## config.mk

```make
export PLATFORM = sky130hd
export DESIGN_NAME = arp_eth_rx
export DESIGN_NICKNAME = d
export VERILOG_FILES = /design/src/rtl/arp_pkg.sv /design/src/rtl/arp_eth_rx.sv
export SDC_FILE = /design/constraint.sdc
export NUM_CORES = 1
export LEC_CHECK = 0
export BUFFER_PORTS_ARGS = -buffer_cell sky130_fd_sc_hd__buf_2
export CORE_MARGIN = 1
export CORE_UTILIZATION = 45
export CTS_CLUSTER_DIAMETER = 80
export DETAILED_ROUTE_END_ITERATION = 12
export GPL_TIMING_DRIVEN = 0
export PLACE_DENSITY = 0.77
export SLEW_MARGIN = 20
export SYNTH_ARGS = -nofsm -noshare
export SYNTH_HDL_FRONTEND = slang
export SYNTH_SLANG_ARGS = --single-unit
```

## constraint.sdc

```tcl
create_clock -name clk -period 29 [get_ports clk]
set_input_delay 2.9 -clock clk [delete_from_list [all_inputs] [get_ports clk]]
set_output_delay 2.9 -clock clk [all_outputs]
set_load 0.05 [all_outputs]
```

## src/rtl/arp_pkg.sv

```systemverilog
// Shared ARP definitions: protocol constants, parser states, the parsed frame
// record and helpers that turn the captured 28-byte body into that record.
package arp_pkg;

  localparam int          ARP_LEN          = 28;
  localparam logic [15:0] ETHERTYPE_ARP    = 16'h0806;
  localparam logic [15:0] ARP_HTYPE_ETH    = 16'h0001;
  localparam logic [15:0] ARP_PTYPE_IPV4   = 16'h0800;
  localparam logic [15:0] ARP_OPER_REQUEST = 16'h0001;
  localparam logic [15:0] ARP_OPER_REPLY   = 16'h0002;

  typedef enum logic [1:0] {
    IDLE,
    READ,
    DISCARD
  } arp_state_t;

  typedef struct packed {
    logic [47:0] ethDestMac;
    logic [47:0] ethSrcMac;
    logic [15:0] ethType;
    logic [15:0] htype;
    logic [15:0] ptype;
    logic [7:0]  hlen;
    logic [7:0]  plen;
    logic [15:0] oper;
    logic [47:0] sha;
    logic [31:0] spa;
    logic [47:0] tha;
    logic [31:0] tpa;
  } arp_frame_t;

  // Body byte i lives at body[i*8 +: 8]; byte 0 of a field is its MSB.
  function automatic arp_frame_t buildFrame(input logic [ARP_LEN*8-1:0] body,
                                            input logic [47:0] destMac,
                                            input logic [47:0] srcMac,
                                            input logic [15:0] ethType);
    arp_frame_t f;
    f = '0;
    f.ethDestMac = destMac;
    f.ethSrcMac  = srcMac;
    f.ethType    = ethType;
    f.htype      = {body[7:0], body[15:8]};
    f.ptype      = {body[23:16], body[31:24]};
    f.hlen       = body[39:32];
    f.plen       = body[47:40];
    f.oper       = {body[55:48], body[63:56]};
    for (int i = 0; i < 6; i++) begin
      f.sha = {f.sha[39:0], body[(8 + i)*8 +: 8]};
      f.tha = {f.tha[39:0], body[(18 + i)*8 +: 8]};
    end
    for (int i = 0; i < 4; i++) begin
      f.spa = {f.spa[23:0], body[(14 + i)*8 +: 8]};
      f.tpa = {f.tpa[23:0], body[(24 + i)*8 +: 8]};
    end
    return f;
  endfunction

  // Only Ethernet/IPv4 ARP is accepted by the downstream cache.
  function automatic logic headerOk(input arp_frame_t f);
    return (f.ethType == ETHERTYPE_ARP) && (f.htype == ARP_HTYPE_ETH) &&
           (f.ptype == ARP_PTYPE_IPV4) && (f.hlen == 8'd6) && (f.plen == 8'd4);
  endfunction

endpackage

```

## src/rtl/arp_eth_rx.sv

```systemverilog
// ARP receive parser: captures the 28-byte ARP body from a payload stream of
// any byte-multiple width, validates it and presents a held output record.
module arp_eth_rx
  import arp_pkg::*;
#(
  parameter int DATA_WIDTH = 8,
  parameter int KEEP_WIDTH = DATA_WIDTH / 8
) (
  input  logic                  clk,
  input  logic                  rst,
  input  logic                  s_eth_hdr_valid,
  output logic                  s_eth_hdr_ready,
  input  logic [47:0]           s_eth_dest_mac,
  input  logic [47:0]           s_eth_src_mac,
  input  logic [15:0]           s_eth_type,
  input  logic [DATA_WIDTH-1:0] s_eth_payload_axis_tdata,
  input  logic [KEEP_WIDTH-1:0] s_eth_payload_axis_tkeep,
  input  logic                  s_eth_payload_axis_tvalid,
  output logic                  s_eth_payload_axis_tready,
  input  logic                  s_eth_payload_axis_tlast,
  input  logic                  s_eth_payload_axis_tuser,
  output logic                  m_frame_valid,
  input  logic                  m_frame_ready,
  output logic [47:0]           m_eth_dest_mac,
  output logic [47:0]           m_eth_src_mac,
  output logic [15:0]           m_eth_type,
  output logic [15:0]           m_arp_htype,
  output logic [15:0]           m_arp_ptype,
  output logic [7:0]            m_arp_hlen,
  output logic [7:0]            m_arp_plen,
  output logic [15:0]           m_arp_oper,
  output logic [47:0]           m_arp_sha,
  output logic [31:0]           m_arp_spa,
  output logic [47:0]           m_arp_tha,
  output logic [31:0]           m_arp_tpa,
  output logic                  busy,
  output logic                  error_header_early_termination,
  output logic                  error_invalid_header
);

  localparam logic [4:0] PTR_FULL = 5'(ARP_LEN);

  arp_state_t           state_q, state_d;
  logic [4:0]           ptr_q, ptr_d;
  logic [ARP_LEN*8-1:0] body_q, body_d;
  logic                 frameBad_q, frameBad_d;
  logic [47:0]          destMac_q, destMac_d;
  logic [47:0]          srcMac_q, srcMac_d;
  logic [15:0]          ethType_q, ethType_d;
  arp_frame_t           frame_q, frame_d, built;
  logic                 frameValid_q, frameValid_d;
  logic                 hdrReady_q, hdrReady_d;
  logic                 tready_q, tready_d;
  logic                 errEarly_q, errEarly_d;
  logic                 errInvalid_q, errInvalid_d;
  logic                 beatFire, finish;
  logic [3:0]           keepCount;
  logic [5:0]           ptrSum;

  assign beatFire = s_eth_payload_axis_tvalid && tready_q;

  // Next-state logic: header latch, lane capture, completion checks and the
  // output record, whose load takes priority over a simultaneous drain.
  always_comb begin
    state_d      = state_q;
    ptr_d        = ptr_q;
    body_d       = body_q;
    frameBad_d   = frameBad_q;
    destMac_d    = destMac_q;
    srcMac_d     = srcMac_q;
    ethType_d    = ethType_q;
    frame_d      = frame_q;
    frameValid_d = frameValid_q;
    errEarly_d   = 1'b0;
    errInvalid_d = 1'b0;
    finish       = 1'b0;
    keepCount    = '0;
    ptrSum       = '0;
    built        = frame_q;

    if (frameValid_q && m_frame_ready) begin
      frameValid_d = 1'b0;
    end

    case (state_q)
      IDLE: begin
        if (s_eth_hdr_valid && hdrReady_q) begin
          destMac_d  = s_eth_dest_mac;
          srcMac_d   = s_eth_src_mac;
          ethType_d  = s_eth_type;
          ptr_d      = '0;
          frameBad_d = 1'b0;
          state_d    = READ;
        end
      end
      READ: begin
        if (beatFire) begin
          for (int k = 0; k < KEEP_WIDTH; k++) begin
            if (s_eth_payload_axis_tkeep[k]) begin
              keepCount = keepCount + 4'd1;
              if ((int'(ptr_q) + k) < ARP_LEN) begin
                body_d[(int'(ptr_q) + k)*8 +: 8] = s_eth_payload_axis_tdata[k*8 +: 8];
              end
            end
          end
          ptrSum     = {1'b0, ptr_q} + {2'b00, keepCount};
          ptr_d      = (ptrSum >= {1'b0, PTR_FULL}) ? PTR_FULL : ptrSum[4:0];
          frameBad_d = frameBad_q | s_eth_payload_axis_tuser;
          if (s_eth_payload_axis_tlast) begin
            if (ptr_d < PTR_FULL) begin
              errEarly_d = 1'b1;
              state_d    = IDLE;
            end else begin
              finish = 1'b1;
            end
          end else if (ptr_d == PTR_FULL) begin
            state_d = DISCARD;
          end
        end
      end
      DISCARD: begin
        if (beatFire) begin
          frameBad_d = frameBad_q | s_eth_payload_axis_tuser;
          if (s_eth_payload_axis_tlast) begin
            finish = 1'b1;
          end
        end
      end
      default: state_d = IDLE;
    endcase

    if (finish) begin
      state_d = IDLE;
      built   = buildFrame(body_d, destMac_q, srcMac_q, ethType_q);
      if (!frameBad_d) begin
        if (headerOk(built)) begin
          frame_d      = built;
          frameValid_d = 1'b1;
        end else begin
          errInvalid_d = 1'b1;
        end
      end
    end

    hdrReady_d = (state_d == IDLE);
    tready_d   = (state_d != IDLE) && !frameValid_d;
  end

  // State and output registers, all cleared asynchronously by rst.
  always_ff @(posedge clk or posedge rst) begin
    if (rst) begin
      state_q      <= IDLE;
      ptr_q        <= '0;
      body_q       <= '0;
      frameBad_q   <= 1'b0;
      destMac_q    <= '0;
      srcMac_q     <= '0;
      ethType_q    <= '0;
      frame_q      <= '0;
      frameValid_q <= 1'b0;
      hdrReady_q   <= 1'b0;
      tready_q     <= 1'b0;
      errEarly_q   <= 1'b0;
      errInvalid_q <= 1'b0;
    end else begin
      state_q      <= state_d;
      ptr_q        <= ptr_d;
      body_q       <= body_d;
      frameBad_q   <= frameBad_d;
      destMac_q    <= destMac_d;
      srcMac_q     <= srcMac_d;
      ethType_q    <= ethType_d;
      frame_q      <= frame_d;
      frameValid_q <= frameValid_d;
      hdrReady_q   <= hdrReady_d;
      tready_q     <= tready_d;
      errEarly_q   <= errEarly_d;
      errInvalid_q <= errInvalid_d;
    end
  end

  assign s_eth_hdr_ready                = hdrReady_q;
  assign s_eth_payload_axis_tready      = tready_q;
  assign m_frame_valid                  = frameValid_q;
  assign m_eth_dest_mac                 = frame_q.ethDestMac;
  assign m_eth_src_mac                  = frame_q.ethSrcMac;
  assign m_eth_type                     = frame_q.ethType;
  assign m_arp_htype                    = frame_q.htype;
  assign m_arp_ptype                    = frame_q.ptype;
  assign m_arp_hlen                     = frame_q.hlen;
  assign m_arp_plen                     = frame_q.plen;
  assign m_arp_oper                     = frame_q.oper;
  assign m_arp_sha                      = frame_q.sha;
  assign m_arp_spa                      = frame_q.spa;
  assign m_arp_tha                      = frame_q.tha;
  assign m_arp_tpa                      = frame_q.tpa;
  assign busy                           = (state_q != IDLE);
  assign error_header_early_termination = errEarly_q;
  assign error_invalid_header           = errInvalid_q;

endmodule
```

==> results.sh <==
export IMPL_nets=2549
export IMPL_totalPowerFinal_mw=2.35
export IMPL_slew_headroom_pct=28.9
export IMPL_synthTopCellsByCount="dfrtp_1, mux2_2, nand2_1, o21ai_0, clkbuf_1"
export IMPL_cts_sinks=685
export IMPL_synthesis_nets=1999
export IMPL_leakagePower_nw=16.6
export IMPL_grt_start_max_net_pins=118
export IMPL_hold_viol=0
export IMPL_synth_async_reset_ratio_pct=100
export IMPL_yosys_area_top_type="dfrtp_1"
export IMPL_grt_total_usage_pct=24.7
export IMPL_cts_tree="done"
export IMPL_stdcell_count=3226
export IMPL_period_needed_ns=6.70
export IMPL_grt_pass1_vias=18369
export IMPL_routed_wirelength_um=71700
export IMPL_cts_htree_levels=3
export IMPL_area_growth_pct=22.8
export IMPL_fin_crit_sh_pct=23.1
export IMPL_drc=0
export IMPL_die_height_um=242
export IMPL_synth_cells=1862
export IMPL_ant_nets=0
export IMPL_die_width_um=242
export IMPL_synth_cell_types=54
export IMPL_setup_tns_ns=0
export IMPL_regArea_um2=17100
export IMPL_cap_viol_max_count=0
export IMPL_holdCritStartpoint="body_q[128]"
export IMPL_worstPathRequired_ns=29.48
export IMPL_timing_rr_start="ptr_q[0]"
export IMPL_clk_path_buf_depth=3
export IMPL_postCtsSetupRepairBufs=0
export IMPL_synth_most_common_cell="dfrtp_1"
export IMPL_synthTopCellsByArea="dfrtp_1, mux2_2, nand2_1"
export IMPL_grt_pass1_wl_um=111000
export IMPL_crit_arrival_ns=7.18
export IMPL_whs_endpoint="body_q[128]"
export IMPL_syn_area_um2=25900
export IMPL_cellPowerDensity_nw_per_um2=73.7
export IMPL_yosysTopAreaCellShare_pct=66.1
export IMPL_cts_buffers=72
export IMPL_place_area_um2=29400
export IMPL_antenna_found_initial=10
export IMPL_crit_fanout=10
export IMPL_design_area_um2=31900
export IMPL_rrSetupSlack_ns=22.65
export IMPL_fin_worst_skew_ns=0.0226
export IMPL_setup_slack_ns=22.30
export IMPL_via_count=17281
export IMPL_setup_viol=0
export IMPL_rr_endpoint="m_arp_sha[47]"
export IMPL_dp_hpwl_um=51800
export IMPL_hold_worst_slack_ns=0.476
export IMPL_worst_pin_slew_ns=1.07
export IMPL_cts_resized=0
export IMPL_drt_iter0_drc=1183
export IMPL_synth_compound_area_share_pct=4.61
export IMPL_globalRouteOverflowTotal=0
export IMPL_muxShareOfSynthArea_pct=19.7
export IMPL_drv_slew=0
export IMPL_multi_input_area_um2=8340
export IMPL_synth_edf_count=0
export IMPL_critPathKind="in2reg"
export IMPL_final_util_pct=56.2
export IMPL_hold_path_depth=2
export IMPL_ctsHoldBuffers=0
export IMPL_endpoint_kind="flop"
export IMPL_synth_top_flop_cell="dfrtp_1"
export IMPL_gp_congestion=0.924
export IMPL_rsz0062_at_grt="no"
export IMPL_clk_pin_slew_ns=0.06
export IMPL_synth_top_family_by_area="multiplexers"
export IMPL_synthXorXnorAreaFrac_pct=0.135
export IMPL_initial_utilization_pct=45.7
export IMPL_wire_per_inst_um=22.2
export IMPL_ios=470
export IMPL_portBuffers=469
export IMPL_yosysWarnings=0
export IMPL_yosysSeqAreaShare_pct=66.1
export IMPL_fmax_ghz=0.149
export IMPL_clkLatencyLatePin_ns=0.61
export IMPL_startpoint_type="input port"
export IMPL_drt_pass1_iter_count=5
export IMPL_rows=87
export IMPL_min_path_type="reg2reg"
export IMPL_die_area_um2=58600
export IMPL_yosys_area_share_simple_pct=7.20
export IMPL_synth_adder_area_share_pct=0.434
export IMPL_fp_coreArea_um2=56700
export IMPL_viasPerCell=5.36
export IMPL_status="completed"
export IMPL_worst_r2r_cell_count=15
export IMPL_worst_ir_drop_vdd_uv=59.5
export IMPL_ys_ff_latch=685
export IMPL_pre_cts_slack_ns=21.64
export IMPL_fillCellCount=4518
export IMPL_placed_cells=3094
export IMPL_drive_gt1_share_pct=44.0
export IMPL_clockRootBuffer="clkbuf_16"
export IMPL_syn_avg_cell_area_um2=13.9
report_power, final:
| part | total [mW] | internal, mW | switching [mW] |
|---|---|---|---|
| logic | 0.315 | 0.124 | 0.191 |
| registers | 1.09 | 1.05 | 0.0465 |
| clock network | 0.939 | 0.556 | 0.383 |
logic make-up (layout without fill, tap and decap cells):
kind of cell	after synthesis	count (layout)
DFF	685	685
muxes	455	455
and+or+nand+nor	387	387
AOI/OAI and AO/OA	205	205
buffers and inverters	117	722
adders and majority gates	9	9
xor gates and xnor gates	4	4
other	0	3
cells in the final DEF (no fill, tap or decap), drive strengths merged, types with 3 or more instances in the layout:
master,instances
or3,3
nor3,13
diode,3
nand4,12
or2,11
buf,518
nor4,10
clkbuf,161
nand3,11
o21ai,135
or4,3
inv,20
dfrtp,685
clkinv,16
or4b,4
mux2,445
mux2i,10
and3,4
nand2,210
ha,9
and2,9
bufinv,7
nor2b,58
xnor2,3
nand2b,3
nor2,27
o31ai,44
a21oi,7
worst max-delay path by stage:
| stage | from | to | slack (ns) | depth (start not counted) |
|---|---|---|---|---|
| 2_1_floorplan | rst | body_q[0] | 6.90 | 1 |
| 3_3_place_gp | rst | m_arp_tpa[19] | 1.68 | 2 |
| 3_5_place_dp | s_eth_payload_axis_tvalid | m_eth_dest_mac[46] | 21.64 | 11 |
| 4_1_cts | s_eth_payload_axis_tvalid | m_arp_tha[47] | 22.29 | 11 |
| 5_1_grt | s_eth_payload_axis_tvalid | m_arp_tha[47] | 22.10 | 11 |
| 6_report | s_eth_payload_axis_tvalid | m_arp_sha[47] | 22.30 | 11 |
area by class of cell:
| class | count | share of cell area (%) |
|---|---|---|
| inverter | 15 | 0.200 |
| tap | 756 | 2.97 |
| antenna | 3 | 0.0236 |
| multi-input combinational | 1060 | 26.2 |
| clock inverter | 28 | 1.21 |
| sequential | 685 | 53.8 |
| clock buffer | 101 | 6.37 |
| buffer | 102 | 1.34 |
| timing repair buffer | 476 | 7.90 |
state kept, by name (all words and copies together), names as in the netlist, 32 cells and up:
name / flops
body_q: 224
destMac_q: 48
m_arp_sha: 48
m_arp_spa: 32
m_arp_tha: 48
m_arp_tpa: 32
m_eth_dest_mac: 48
m_eth_src_mac: 48
srcMac_q: 48
critical path, stage by stage:
cell and delay (ns):
buf_2 0.11, and3_1 0.28, and3_1 0.18, buf_2 0.23, nand4b_1 0.42, mux2_2 0.44
or4_1 0.57, nor4_2 0.70, buf_2 0.46, buf_2 0.48, mux2_2 0.40
layer usage:
| metal | vias up | GRT usage, % | part of all wire, % |
|---|---|---|---|
| met5 | - | 0 | 0.14 |
| met2 | 614 | 41.5 | 49 |
| met1 | 8929 | 30.5 | 40 |
| li1 | 7585 | - | - |
| met4 | 16 | 8.84 | 3.1 |
| met3 | 137 | 6.81 | 7.7 |
No activity file was read; power rests on OpenSTA's default activity.
